==> src/rtl/xs3_pkg.sv <==
// Shared excess-3 constants and the decoder state type.
package xs3_pkg;

    localparam logic [3:0] XS3_OFFSET = 4'd3;
    localparam logic [3:0] XS3_MIN    = 4'h3;
    localparam logic [3:0] XS3_MAX    = 4'hC;

    typedef enum logic [1:0] {
        IDLE  = 2'd0,
        ACCUM = 2'd1,
        HOLD  = 2'd2
    } xs3_dec_state_t;

endpackage

==> src/rtl/xs3_digit_decode.sv <==
// Combinational excess-3 digit decoder: value plus illegal-code flag.
module xs3_digit_decode
    import xs3_pkg::*;
(
    input  logic [3:0] code,
    output logic [3:0] digit,
    output logic       illegal
);

    assign illegal = (code < XS3_MIN) || (code > XS3_MAX);
    // Illegal codes contribute nothing to the accumulator.
    assign digit   = illegal ? 4'd0 : (code - XS3_OFFSET);

endmodule

==> src/rtl/xs3_to_binary_decoder.sv <==
// Streaming XS-3 digit frame to binary decoder with valid/ready on both sides.
// Optional XS3_DEC_ERR_CNT_EN adds a saturating count of errored results.
module xs3_to_binary_decoder
    import xs3_pkg::*;
#(
    parameter int NUM_DIGITS = 4,
    parameter int OUT_W      = 14
) (
    input  logic                              clk,
    input  logic                              rst,
    input  logic                              in_valid,
    output logic                              in_ready,
    input  logic [3:0]                        in_digit,
    input  logic                              in_last,
    output logic                              out_valid,
    input  logic                              out_ready,
    output logic [OUT_W-1:0]                  out_value,
    output logic [$clog2(NUM_DIGITS+1)-1:0]   out_ndigits,
`ifdef XS3_DEC_ERR_CNT_EN
    output logic [7:0]                        err_count,
`endif
    output logic                              out_error
);

    localparam int CNT_W = $clog2(NUM_DIGITS + 1);

    xs3_dec_state_t    state_reg;
    logic [OUT_W-1:0]  acc_reg;
    logic [CNT_W-1:0]  cnt_reg;
    logic              err_ill_reg;
    logic              err_ovf_reg;
    logic [OUT_W-1:0]  out_value_reg;
    logic [CNT_W-1:0]  out_ndigits_reg;
    logic              out_error_reg;

    logic [3:0]        dig;
    logic              dig_illegal;
    logic              accept;
    logic              frame_start;
    logic              at_limit;
    logic [OUT_W-1:0]  base_acc;
    logic [CNT_W-1:0]  base_cnt;
    logic              base_ill;
    logic              base_ovf;
    logic [OUT_W-1:0]  acc_next;
    logic [CNT_W-1:0]  cnt_next;
    logic              err_ill_next;
    logic              err_ovf_next;

    xs3_digit_decode u_dec (
        .code    (in_digit),
        .digit   (dig),
        .illegal (dig_illegal)
    );

    assign in_ready  = (state_reg != HOLD);
    assign out_valid = (state_reg == HOLD);
    assign accept    = in_valid && in_ready;

    always_comb begin
        frame_start  = (state_reg == IDLE);
        // A digit accepted in IDLE starts from a clean frame context.
        base_acc     = frame_start ? '0   : acc_reg;
        base_cnt     = frame_start ? '0   : cnt_reg;
        base_ill     = frame_start ? 1'b0 : err_ill_reg;
        base_ovf     = frame_start ? 1'b0 : err_ovf_reg;
        at_limit     = (base_cnt == CNT_W'(NUM_DIGITS));
        acc_next     = at_limit ? base_acc
                                : ((base_acc << 3) + (base_acc << 1) + OUT_W'(dig));
        cnt_next     = at_limit ? base_cnt : (base_cnt + 1'b1);
        err_ill_next = base_ill | dig_illegal;
        err_ovf_next = base_ovf | at_limit;
    end

    always_ff @(posedge clk) begin
        if (rst) begin
            state_reg       <= IDLE;
            acc_reg         <= '0;
            cnt_reg         <= '0;
            err_ill_reg     <= 1'b0;
            err_ovf_reg     <= 1'b0;
            out_value_reg   <= '0;
            out_ndigits_reg <= '0;
            out_error_reg   <= 1'b0;
        end else if (accept) begin
            acc_reg     <= acc_next;
            cnt_reg     <= cnt_next;
            err_ill_reg <= err_ill_next;
            err_ovf_reg <= err_ovf_next;
            if (in_last) begin
                out_value_reg   <= (err_ill_next | err_ovf_next) ? '0 : acc_next;
                out_ndigits_reg <= cnt_next;
                out_error_reg   <= err_ill_next | err_ovf_next;
                state_reg       <= HOLD;
            end else begin
                state_reg <= ACCUM;
            end
        end else if (out_valid && out_ready) begin
            state_reg <= IDLE;
        end
    end

    assign out_value   = out_value_reg;
    assign out_ndigits = out_ndigits_reg;
    assign out_error   = out_error_reg;

`ifdef XS3_DEC_ERR_CNT_EN
    logic [7:0] err_count_reg;

    always_ff @(posedge clk) begin
        if (rst) begin
            err_count_reg <= 8'd0;
        end else if (out_valid && out_ready && out_error_reg && (err_count_reg != 8'hFF)) begin
            err_count_reg <= err_count_reg + 8'd1;
        end
    end

    assign err_count = err_count_reg;
`endif

endmodule

==> config.mk <==
export PLATFORM = sky130hd
export DESIGN_NAME = xs3_to_binary_decoder
export DESIGN_NICKNAME = d
export VERILOG_FILES = /design/src/rtl/xs3_pkg.sv /design/src/rtl/xs3_digit_decode.sv /design/src/rtl/xs3_to_binary_decoder.sv
export SDC_FILE = /design/constraint.sdc
export NUM_CORES = 1
export LEC_CHECK = 0
export ABC_AREA = 1
export BUFFER_PORTS_ARGS = -buffer_cell sky130_fd_sc_hd__buf_2
export CAP_MARGIN = 0
export CORE_UTILIZATION = 45
export CTS_CLUSTER_DIAMETER = 100
export CTS_CLUSTER_SIZE = 25
export DETAILED_ROUTE_END_ITERATION = 8
export GPL_TIMING_DRIVEN = 1
export PLACE_DENSITY = 0.6
export SYNTH_ARGS = -nofsm -noshare
export SYNTH_HDL_FRONTEND = slang
export SYNTH_SLANG_ARGS = --single-unit
==> constraint.sdc <==
create_clock -name clk -period 9.5 [get_ports clk]
set_clock_uncertainty 0.1 [all_clocks]
set_input_delay 1.425 -clock clk [delete_from_list [all_inputs] [get_ports clk]]
set_output_delay 1.425 -clock clk [all_outputs]
set_load 0.02 [all_outputs]
; ---- Word level (Yosys, flattened, before mapping)
; Index checks and enable logic that the tools add are counted.
[word_totals]
reg_bits = 39
word_cells = 37
[op_classes]
addsub = 4
order_cmp = 2
eq_ne = 3
muxes = 11
n_bitwise = 3
reduce_logical = 6
[ops]
columns = operator, count
row1 = $mux W14, 3
row2 = $add A14 B14 Y14, 1
row3 = $add A14 B4 Y14, 1
row4 = $mux W2, 3
row5 = $mux W3, 2
row6 = $gt A4 B4 Y1 const B, 1
row7 = $lt A4 B2 Y1 const B, 1
row8 = $mux W4, 1
row9 = $sub A4 B2 Y4 const B, 1
row10 = $add A3 B1 Y3 const B, 1
row11 = $eq A3 B3 Y1 const B, 1
row12 = $or A1 B1 Y1, 3
row13 = $eq A2 B2 Y1 const B, 1
row14 = $logic_and A1 B1 Y1, 2
row15 = $logic_not A2 Y1, 1
row16 = $mux W1, 2
row17 = $ne A2 B2 Y1 const B, 1
row18 = $reduce_and A2 Y1, 1
row19 = $reduce_bool A2 Y1, 1
row20 = $logic_or A1 B1 Y1, 1

; ---- Longest topological paths before layout
; Gate-level depths: netlist of the first run.
[logic_depth]
depth_word = 6
mapped_depth = 22
mapped_depth_nobuf = 21

; ---- Cells and area by module
; Synthesis of the first run repeated with hierarchy kept, for this count alone.
[hier_totals]
cells_unflattened = 415
area_unflattened_um2 = 2786.4
[by_module_without_submodules]
columns = mod, instances, cells_each, area_each_um2, seq_area_each_um2
row1 = xs3_to_binary_decoder, 1, 395, 2655.0, 780.7
row2 = xs3_digit_decode, 1, 20, 131.4, 0.0

; ---- Least setup slack after synthesis of the first run
; No wires, ideal clock.
[synth_path]
path_kind = input port to flip-flop
startpoint = in in_digit[0]
endpoint = reg acc_reg[8]
arrival_time_ps = 3801
t_required_ps = 9285
setup_slack_ps = 5483
stages = 20
cell_sequence = inv_1 ha_1 nand3b_1 nand2_1 inv_1 o21ai_0 a21oi_1 fa_1 inv_1 fa_1 inv_1 nand3_1 nand3_1 nand2_1 nand2_1 nand2_1 nand3_1 nand2_1 o21ai_0 inv_1
[synth_via]
elab_chain_cells = 5
word_cells_on_any_way = 7
cone_classes = add/sub: 2 / order compare: 2 / mux: 2 / reduce/logical: 1
[synth_lines]
columns = element, line_no
row1 = from (decl), xs3_to_binary_decoder.sv:13  ; input logic [3:0] in_digit,
row2 = $lt A4 B2 Y1 / $gt A4 B4 Y1 (equally long branches), xs3_digit_decode.sv:10  ; assign illegal = (code < XS3_MIN) || (code > XS3_MAX);
row3 = $logic_or A1 B1 Y1, xs3_digit_decode.sv:10
row4 = $mux W4 (*), xs3_digit_decode.sv:12  ; assign digit = illegal ? 4'd0 : (code - XS3_OFFSET);
row5 = $add A14 B4 Y14 (*), xs3_to_binary_decoder.sv:69  ; : ((base_acc << 3) + (base_acc << 1) + OUT_W'(dig));
row6 = $mux W14 (*), xs3_to_binary_decoder.sv:68  ; acc_next = at_limit ? base_acc
row7 = to (signal assigned), xs3_to_binary_decoder.sv:86  ; acc_reg <= acc_next;
row8 = to (decl), xs3_to_binary_decoder.sv:28  ; logic [OUT_W-1:0] acc_reg;
; Mark *: on every way between the ends. The rest lies on a longest branch, timed or not.
; A chain may end at the register's enable or synchronous reset.

; ---- Final worst setup path of the first run
[layout_path]
startpoint = in in_digit[0]
endpoint = reg acc_reg[10]
; Same word-level chain as after synthesis.

==> metrics, run 1 <==
status complete, no violations; antenna violations before repair 0; Longest Clk Path Bufs 2; Initial Util 0.464; met3 wire len 214 um; Worst EP required 9.60 ns; RSZ-0062 raised after global routing no; Final HPWL DP 4830 um; CP dominant cell by count inv_1; Num CTS Buffers 5; gp weighted congestion 0.826; Max-Cap Viols 0; register area share after synthesis 0.286; FMAX 0.246 GHz; DR WL/cell 11.9 um; drt drc 0; crit path capture type flop; Root Buffer clkbuf_8; Pwr Density 128 nW/um^2; worst-skew pair later-pin latency 0.29 ns; CTS tree built; via count between 2000 and 3000; Max stage delay on crit path 0.54 ns; first-pass GRT wire length roughly 10000 um; Syn Area/Cell 6.50 sq um; leak pwr about 1.7 nW; sinks on the clock net 39; crit path launch type input port; Die Span X ~80 um; CP Depth 21; die area 6380 sq um; Netlist Area Pre-Place 2730 sq um; count of pins over their slew limit 0; ANT cells 0; Final Non-Filler Cells 520; Cells after Synth 420; Setup Viol. Count Final 0; detailed-routed wire length on met2 2810 um; DR vias/cell 4.90; Worst EP arrival 4.17 ns; grt ovf 0; Reg2Reg Depth 15; Setup TNS 0 ns; commonest non-fill, non-tap cell in the layout nand2_1; hold depth 2; Clk pin slew, worst setup/hold paths around 0.080 ns; Hold/Removal Path Class reg2reg; number of hold buffers added after CTS 0; Fin. Hold Viols 0; yosys warns 0; DRT Pass-1 Iters 4; core area 5890 sq um; Synth Register Bits 39; CP cell instances buf_2 > inv_1 > ha_1 > nand3b_1 > nand2_1 > inv_1 > o21ai_0 > a21oi_1 > fa_1 > inv_1 > fa_1 > inv_1 > nand3_1 > nand3_1 > nand2_1 > nand3_1 > nand3_1 > o21ai_0 > nand2_1 > nand2_1 > inv_1; Total GRT Usage 0.213; WL met1 approximately 3100 um; Resize count post-CTS 0; Syn Nets about 460; Rows 28; initial DRC count roughly 150; vias in the first global route 2310; most frequent cells in the layout nand2_1, inv_1, dfxtp_1; ratio of cells with drive above 1 in the final layout 0.112; slowest stage cell, crit path fa_1; Tmin final between 4 and 5 ns; Routed Wire Length around 6200 um; critical-path maximum fanout 4; uppermost layer routed met4; relative slew slack 0.700; Worst-Margin Slew 0.449 ns; fin nets about 480; Crit Path Class in2reg; io pins 29; layout-stage area growth over the synthesis result 9.62%; peak supply drop just over 0.09 mV; # port buffers 28; H-tree lvl count 2; # Post-CTS Setup Buffers 0; Placed Cells incl. Taps 512; Setup WS pre-CTS 5.10 ns; Cell variety after synth 34; largest net degree at the start of global routing 27; Worst Setup Slack, final ~5.4 ns; die height 79.9 um; Post-DRT Antenna Nets 0; total buffers and inverters traversed by the critical path 6; final worst-path cycle share 0.428; cell family with most CP delay adder cells
power breakdown:
group	switching, mW	internal, mW	total [mW]
Sequential	0.00531	0.174	0.179
Clock	0.0610	0.0514	0.112
Combinational	0.0610	0.0295	0.0905
Total	0.127	0.255	0.382
cell usage after synthesis:
master	instances	area share
a211oi_1	1	0.0028
a21oi_1	31	0.057
a21oi_2	1	0.0032
a31oi_1	1	0.0023
buf_2	5	0.0092
buf_6	1	0.0041
clkbuf_1	4	0.0055
clkbuf_2	1	0.0018
clkinv_1	1	0.0014
clkinv_2	1	0.0018
dfxtp_1	39	0.29
fa_1	2	0.015
ha_1	26	0.12
inv_1	70	0.096
inv_2	2	0.0028
inv_4	1	0.0023
inv_6	2	0.0064
nand2_1	124	0.17
nand2_4	3	0.012
nand2_8	1	0.0073
nand3_1	24	0.044
nand3_4	1	0.0064
nand3b_1	2	0.0055
nand4_1	5	0.011
nor2_1	31	0.043
nor2_2	1	0.0023
nor2_4	2	0.0082
nor3_1	1	0.0018
o21ai_0	26	0.048
o21ai_1	5	0.0092
o22ai_1	1	0.0023
or2_0	1	0.0023
xnor2_1	1	0.0032
xor2_1	2	0.0064
per-stage QoR:
stage                util  total power, mW  cell area, sq um  hold WS, ns
global route        0.509            0.407              2990        0.368
global placement    0.494            0.274              2910        0.332
finish              0.509            0.382              2990        0.351
CTS                 0.509            0.385              2990        0.355
detailed placement  0.494            0.274              2910        0.336
floorplan               -            0.251              2730        0.355
final timing paths:
check	start	endpoint	slack [ns]
setup reg to reg	state_reg[1]	acc_reg[10]	6.45
hold reg to reg	out_value[7]	out_value[7]	0.35
setup / recovery	in_digit[0]	acc_reg[10]	5.43
hold / removal	out_value[7]	out_value[7]	0.35
routing by layer:
metal | global-route usage | vias to the layer above
met4 | 0.0536 | 0
met5 | 0 | -
met2 | 0.356 | 36
met1 | 0.279 | 1136
li1 | - | 1374
met3 | 0.0400 | 4
logic make-up (layout without fill, tap and decap cells):
group,count (synthesis),count (layout),synth area share
AND/OR/NAND/NOR,196,196,0.315
buffers and inverters,88,113,0.132
AO/OA/AOI/OAI,66,66,0.124
flip-flops,39,39,0.286
adder cells (fa/ha/maj),28,28,0.134
XOR/XNOR,3,3,0.00963
cell type report:
type / count / area (sq um)
Fill cell: 629 / 2890
Multi-Input combinational cell: 293 / 1590
Sequential cell: 39 / 781
Inverter: 77 / 303
Timing Repair Buffer: 28 / 140
Tap cell: 75 / 93.8
Clock buffer: 6 / 72.6
Clock inverter: 2 / 12.5
tightest hold or removal path: stages (launching register included):
cell	delay (ns)
dfxtp_1	0.31
nand2_1	0.06
nand2_1	0.04
(Power assumes the default switching activity.)
==> run 2, diff against run 1 <==
clock period = 4.2 ns   (was 9.5 ns; I/O delays follow)
==> run 2 against run 1 <==
- utilization did not move
- clock-buffer cell count did not move
- design area did not move
- non-clock buffer count did not move
- setup slack got worse by 4.5 ns
- highest routed layer unchanged
==> metrics, run 2 (synthesis results as in run 1) <==
ANT cells 0 (unchanged); Worst EP required 4.30 ns (was 9.60 ns); hold depth 2 (unchanged); worst r2r src state_reg[1] (unchanged); die area 6380 sq um (unchanged); reg2reg setup slack 1.08 ns (was 6.45 ns); Die Span X 79.9 um (unchanged); Longest Clk Path Bufs 2 (unchanged); peak supply drop 0.182 mV (was 0.0913 mV); DRT Pass-1 Iters 5 (was 4); ratio of cells with drive above 1 in the final layout 0.112 (unchanged); Setup Viol. Count Final 0 (unchanged); Setup WS pre-CTS 0.600 ns (was 5.10 ns); first-pass GRT wire length 10300 um (was 10400 um); status complete, no violations (unchanged); die height 79.9 um (unchanged); antenna violations before repair 0 (unchanged); vias in the first global route 2241 (was 2310); count of pins over their slew limit 0 (unchanged); FMAX 0.303 GHz; number of hold buffers added after CTS 0 (unchanged); Setup TNS 0 ns (unchanged); crit path from in_digit[0] (unchanged); drt drc 0 (unchanged); largest net degree at the start of global routing 27 (unchanged); DR vias/cell 4.89 (was 4.90); Max-Cap Viols 0 (unchanged); most frequent cells in the layout nand2_1, inv_1, dfxtp_1 (unchanged); grt ovf 0 (unchanged); Worst EP arrival 3.40 ns (was 4.17 ns); crit path launch type input port (unchanged); layout-stage area growth over the synthesis result 9.62% (unchanged); crit path capture type flop (unchanged); fillcell total 659 (was 629); gp weighted congestion 0.826 (unchanged); via count 2544 (was 2550); Routed Wire Length 6180 um (was 6200 um); Num CTS Buffers 5 (unchanged); Resize count post-CTS 0 (unchanged); relative slew slack 0.677 (was 0.700); hold path start out_value[13] (was out_value[7]); total power 0.863 mW (was 0.382 mW); initial DRC count 102 (was 148); Worst Setup Slack, final 0.899 ns (was 5.43 ns); Hold Slack 0.354 ns (was 0.351 ns); sinks on the clock net 39 (unchanged); RSZ-0062 raised after global routing no (unchanged); worst hold endpoint out_value[13] (was out_value[7]); Initial Util 0.464 (unchanged); leak pwr 1.73 nW (unchanged); Final HPWL DP 4830 um (about the same); Crit Path Class in2reg (unchanged); # Post-CTS Setup Buffers 0 (unchanged); fin nets 481 (unchanged); RR Endpoint acc_reg[10] (unchanged); # port buffers 28 (unchanged); final worst-path cycle share 0.786; commonest non-fill, non-tap cell in the layout nand2_1 (unchanged); Worst-Margin Slew 0.484 ns (was 0.449 ns); Hold/Removal Path Class reg2reg (unchanged); Root Buffer clkbuf_8 (unchanged); Tmin final 3.30 ns; worst-skew pair later-pin latency 0.30 ns (was 0.29 ns); Clk pin slew, worst setup/hold paths 0.08 ns (about the same); critical-path maximum fanout 4 (unchanged); Reg2Reg Depth 15 (unchanged); H-tree lvl count 2 (unchanged); CTS tree built (unchanged); Rows 28 (unchanged); Post-DRT Antenna Nets 0 (unchanged); DR WL/cell 11.9 um (about the same); io pins 29 (unchanged); Pwr Density 288 nW/um^2 (was 128 nW/um^2); Total GRT Usage 0.211 (was 0.213); core area 5890 sq um (unchanged); Fin. Hold Viols 0 (unchanged)
run 2: cell counts in the layout (fill, tap and decap cells not counted):
No cell type changed its count.
run 2: layer usage:
| metal | track usage | up-vias | share of wire |
|---|---|---|---|
| met5 | 0 | - | 0 |
| met4 | 0.0643 | 0 | 0.016 |
| met3 | 0.0434 | 8 | 0.047 |
| met2 | 0.345 | 41 | 0.44 |
| met1 | 0.277 | 1131 | 0.50 |
| li1 | - | 1364 | - |
run 2: worst max path at each step:
stage,slack [ns],cells after the start,endpoint
CTS,0.91,21,acc_reg[10]
global route,0.67,21,acc_reg[8]
floorplan,0.98,20,acc_reg[8]
global placement,0.68,21,acc_reg[10]
finish,0.90,21,acc_reg[10]
detailed placement,0.60,21,acc_reg[10]
run 2: stage by stage:
stage	cells	util	area (sq um)
2_1_floorplan	420	-	2730
3_3_place_gp	512	0.494	2910
3_5_place_dp	512	0.494	2910
4_1_cts	520	0.509	2990
5_1_grt	520	0.509	2990
6_report	520	0.509	2990
run 2: final cells by class:
| type | instances | area (sq um) | share of cell area |
|---|---|---|---|
| Sequential cell | 39 | 781 | 0.261 |
| Tap cell | 75 | 93.8 | 0.0314 |
| Clock inverter | 2 | 12.5 | 0.00418 |
| Multi-Input combinational cell | 293 | 1590 | 0.531 |
| Clock buffer | 6 | 72.6 | 0.0242 |
| Timing Repair Buffer | 28 | 140 | 0.0468 |
| Inverter | 77 | 303 | 0.101 |
run 2: worst max-delay path, cell delays in order:
cell and delay, ns:
buf_2 0.10, inv_1 0.05, ha_1 0.18, nand3b_1 0.15, nand2_1 0.14, inv_1 0.07, o21ai_0 0.07, a21oi_1 0.08
fa_1 0.54, inv_1 0.06, fa_1 0.45, inv_1 0.10, nand3_1 0.12, nand3_1 0.12, nand2_1 0.07, nand3_1 0.09
nand3_1 0.07, o21ai_0 0.12, nand2_1 0.09, nand2_1 0.07, inv_1 0.03
run 2: power by group:
group	internal, mW	switching [mW]
clock network	0.116	0.136
registers	0.394	0.0117
logic	0.0668	0.139
==> run 3, diff against run 2 <==
ABC_AREA = 0   (was 1)
PLACE_DENSITY = 0.62   (was 0.6)
clock period = 2.9 ns   (was 4.2 ns; I/O delays follow)
==> run 3 against run 2 <==
- the run now ends with negative setup slack left
- critical path depth is 7 lower
- non-clock buffer count is 26 higher
- total power is 41% higher
- synthesized area is 5.7% lower
- synthesized cell count is 28% lower
- clock-buffer cell count stayed put
- sequential power is 39% higher
- utilization is 6.2 points higher
- flip-flop and latch count is 1 lower
- critical path type unchanged
==> metrics, run 3 <==
Synth Register Bits 38 (was 39); die height 77.6 um (was 79.9 um); drt drc 0 (unchanged); largest area contributor in the netlist dfxtp_1 (unchanged); Root Buffer clkbuf_8 (unchanged); commonest non-fill, non-tap cell in the layout dfxtp_1 (was nand2_1); status finished, violations left (was complete, no violations); initial DRC count 118 (was 102); sinks on the clock net 38 (was 39); Cells after Synth 302 (was 420); Longest Clk Path Bufs 2 (unchanged); FMAX 0.343 GHz; most numerous cell in the Yosys netlist dfxtp_1 (was nand2_1); total buffers and inverters traversed by the critical path 2 (was 6); RSZ-0062 raised after global routing yes (was no); register area 761 sq um (was 781 sq um); ratio of cells with drive above 1 in the final layout 0.288 (was 0.112); number of hold buffers added after CTS 0 (unchanged); slowest stage cell, crit path fa_2 (was fa_1); number of flops mapped to enable cells by yosys 0 (unchanged); Hold/Removal Path Class in2reg (was reg2reg); H-tree lvl count 2 (unchanged); failing checks negative setup slack; CP cell instances buf_8 > ha_4 > or3_4 > o21ai_4 > nor2_1 > ha_1 > ha_2 > inv_2 > fa_2 > nor2b_2 > o31a_1 > o211ai_1 > a211o_1 > nand3_1 (was buf_2 > inv_1 > ha_1 > nand3b_1 > nand2_1 > inv_1 > o21ai_0 > a21oi_1 > fa_1 > inv_1 > fa_1 > inv_1 > nand3_1 > nand3_1 > nand2_1 > nand3_1 > nand3_1 > o21ai_0 > nand2_1 > nand2_1 > inv_1); relative slew slack 0.534 (was 0.677); crit path launch type input port (unchanged); Die Span X 77.6 um (was 79.9 um); antenna violations before repair 0 (unchanged); Synth area leaders dfxtp_1, ha_1, nand2_1 (was dfxtp_1, nand2_1, ha_1); ANT cells 0 (unchanged); via count 2386 (was 2544); fillcell total 496 (was 659); Setup WS pre-CTS -0.375 ns (was 0.600 ns); die area 6030 sq um (was 6380 sq um); count of pins over their slew limit 0 (unchanged); final worst-path cycle share 1.01; Pwr Density 387 nW/um^2 (was 288 nW/um^2); critical-path maximum fanout 5 (was 4); DR WL/cell 15.7 um (was 11.9 um); Tmin final 2.92 ns; Netlist Area Pre-Place 2570 sq um (was 2730 sq um); Syn Nets 339 (was 457); layout-stage area growth over the synthesis result 22.0% (was 9.62%); Worst Setup Slack, final -0.0152 ns (was 0.899 ns); Total GRT Usage 0.240 (was 0.211); yosys warns 0 (unchanged); core area 5510 sq um (was 5890 sq um); DR vias/cell 5.69 (was 4.89); gp weighted congestion 0.830 (was 0.826); Async SR Flop Fraction 0 (unchanged); Largest register FFs 14; Synth top area share 0.295 (was 0.286); Setup TNS -0.0152 ns (was 0 ns); Worst-Margin Slew 0.698 ns (was 0.484 ns); Multi-input gate area 1800 sq um (was 1590 sq um); Top FF cell, synth dfxtp_1 (unchanged); register area share after synthesis 0.295 (was 0.286); Max-Cap Viols 0 (unchanged); Final HPWL DP 4730 um (was 4830 um); Num CTS Buffers 5 (unchanged); utilization after layout 0.571 (was 0.509); Rows 27 (was 28); most frequent cells in the layout dfxtp_1, nand2_1, buf_2 (was nand2_1, inv_1, dfxtp_1); reg2reg setup slack 0.14 ns (was 1.08 ns); cell family with most CP delay adder cells (unchanged); Max stage delay on crit path 0.38 ns (was 0.54 ns); Cell variety after synth 62 (was 34); Fin. Hold Viols 0 (unchanged); Worst EP arrival 3.05 ns (was 3.40 ns); grt ovf 0 (unchanged); Crit Path Class in2reg (unchanged); peak supply drop 0.184 mV (was 0.182 mV); DRT Pass-1 Iters 4 (was 5); top cells by count, synth dfxtp_1, nand2_1, nor2_1, ha_1, a21oi_1 (was nand2_1, inv_1, dfxtp_1, a21oi_1, nor2_1); Syn Area/Cell 8.53 sq um (was 6.50 sq um); CTS tree built (unchanged); Initial Util 0.468 (was 0.464); io pins 29 (unchanged); fin nets 385 (was 481); vias in the first global route 2319 (was 2241); leak pwr 1.42 nW (was 1.73 nW); total power 1.22 mW (was 0.863 mW); Clk pin slew, worst setup/hold paths 0.08 ns (about the same); Worst EP required 3.04 ns (was 4.30 ns); Post-DRT Antenna Nets 0 (unchanged); worst-skew pair later-pin latency 0.29 ns (was 0.30 ns); largest net degree at the start of global routing 23 (was 27); # port buffers 28 (unchanged); crit path capture type flop (unchanged); Setup Viol. Count Final 1 (was 0); Routed Wire Length 6580 um (was 6180 um); first-pass GRT wire length 11300 um (was 10300 um)
## run 3: changes by cell type after synthesis, moves of 5 or more
cell and delta:
a211oi_1 +6, a21oi_1 -16, inv_1 -58, nand2_1 -91, nand3_1 -14, nor2b_1 +13, nor3_1 +5, o21a_1 +6
o21ai_0 -16
## run 3: repair_timing
action	in CTS	in global routing
pin swaps	6	4
gates cloned	0	0
buffers inserted	2	1
gates resized for setup	5	15
endpoints found under the setup margin	8	15
## run 3: path summary, 6_finish.rpt
check	end	from	cells after the start
max	out_value[12]	in_digit[0]	14
min	state_reg[1]	out_ready	2
max reg2reg	out_value[12]	state_reg[1]	10
min reg2reg	out_value[3]	out_value[3]	2
## run 3: final cells by class
type / instances / share of cell area
Inverter: 13 / 0.0163
Clock buffer: 6 / 0.0263
Timing Repair Buffer: 54 / 0.114
Sequential cell: 38 / 0.242
Tap cell: 72 / 0.0287
Multi-Input combinational cell: 236 / 0.572
## run 3: power breakdown
part	leakage, nW	switching (mW)	internal, mW
Clock	0.0431	0.190	0.184
Sequential	0.309	0.0156	0.546
Combinational	1.06	0.165	0.116
Total	1.42	0.372	0.845
## run 3: metal layers
metal,wire [um],share of wire,track usage,up-vias
li1,-,-,-,1177
met1,3190,0.49,0.309,1157
met2,3070,0.47,0.401,44
met3,230,0.035,0.0471,8
met4,89,0.014,0.0755,0
met5,0,0,0,-
## run 3: cells by family (layout without fill, tap and decap cells)
logic type | Yosys count | count (layout) | synth area share
AO/OA/AOI/OAI | 82 | 82 | 0.235
XOR/XNOR | 9 | 9 | 0.0306
adder cells (fa/ha/maj) | 28 | 28 | 0.142
buffers and inverters | 28 | 73 | 0.0588
flip-flops | 38 | 38 | 0.295
multiplexers | 4 | 4 | 0.0155
AND/OR/NAND/NOR | 113 | 113 | 0.223
## run 3: through the flow
| stage | hold WS [ns] | cell area (sq um) | std cells |
|---|---|---|---|
| global route | 0.242 | 3140 | 419 |
| global placement | 0.332 | 2930 | 410 |
| CTS | 0.228 | 3050 | 418 |
| finish | 0.236 | 3140 | 419 |
| floorplan | 0.332 | 2630 | 302 |
| detailed placement | 0.339 | 2930 | 410 |
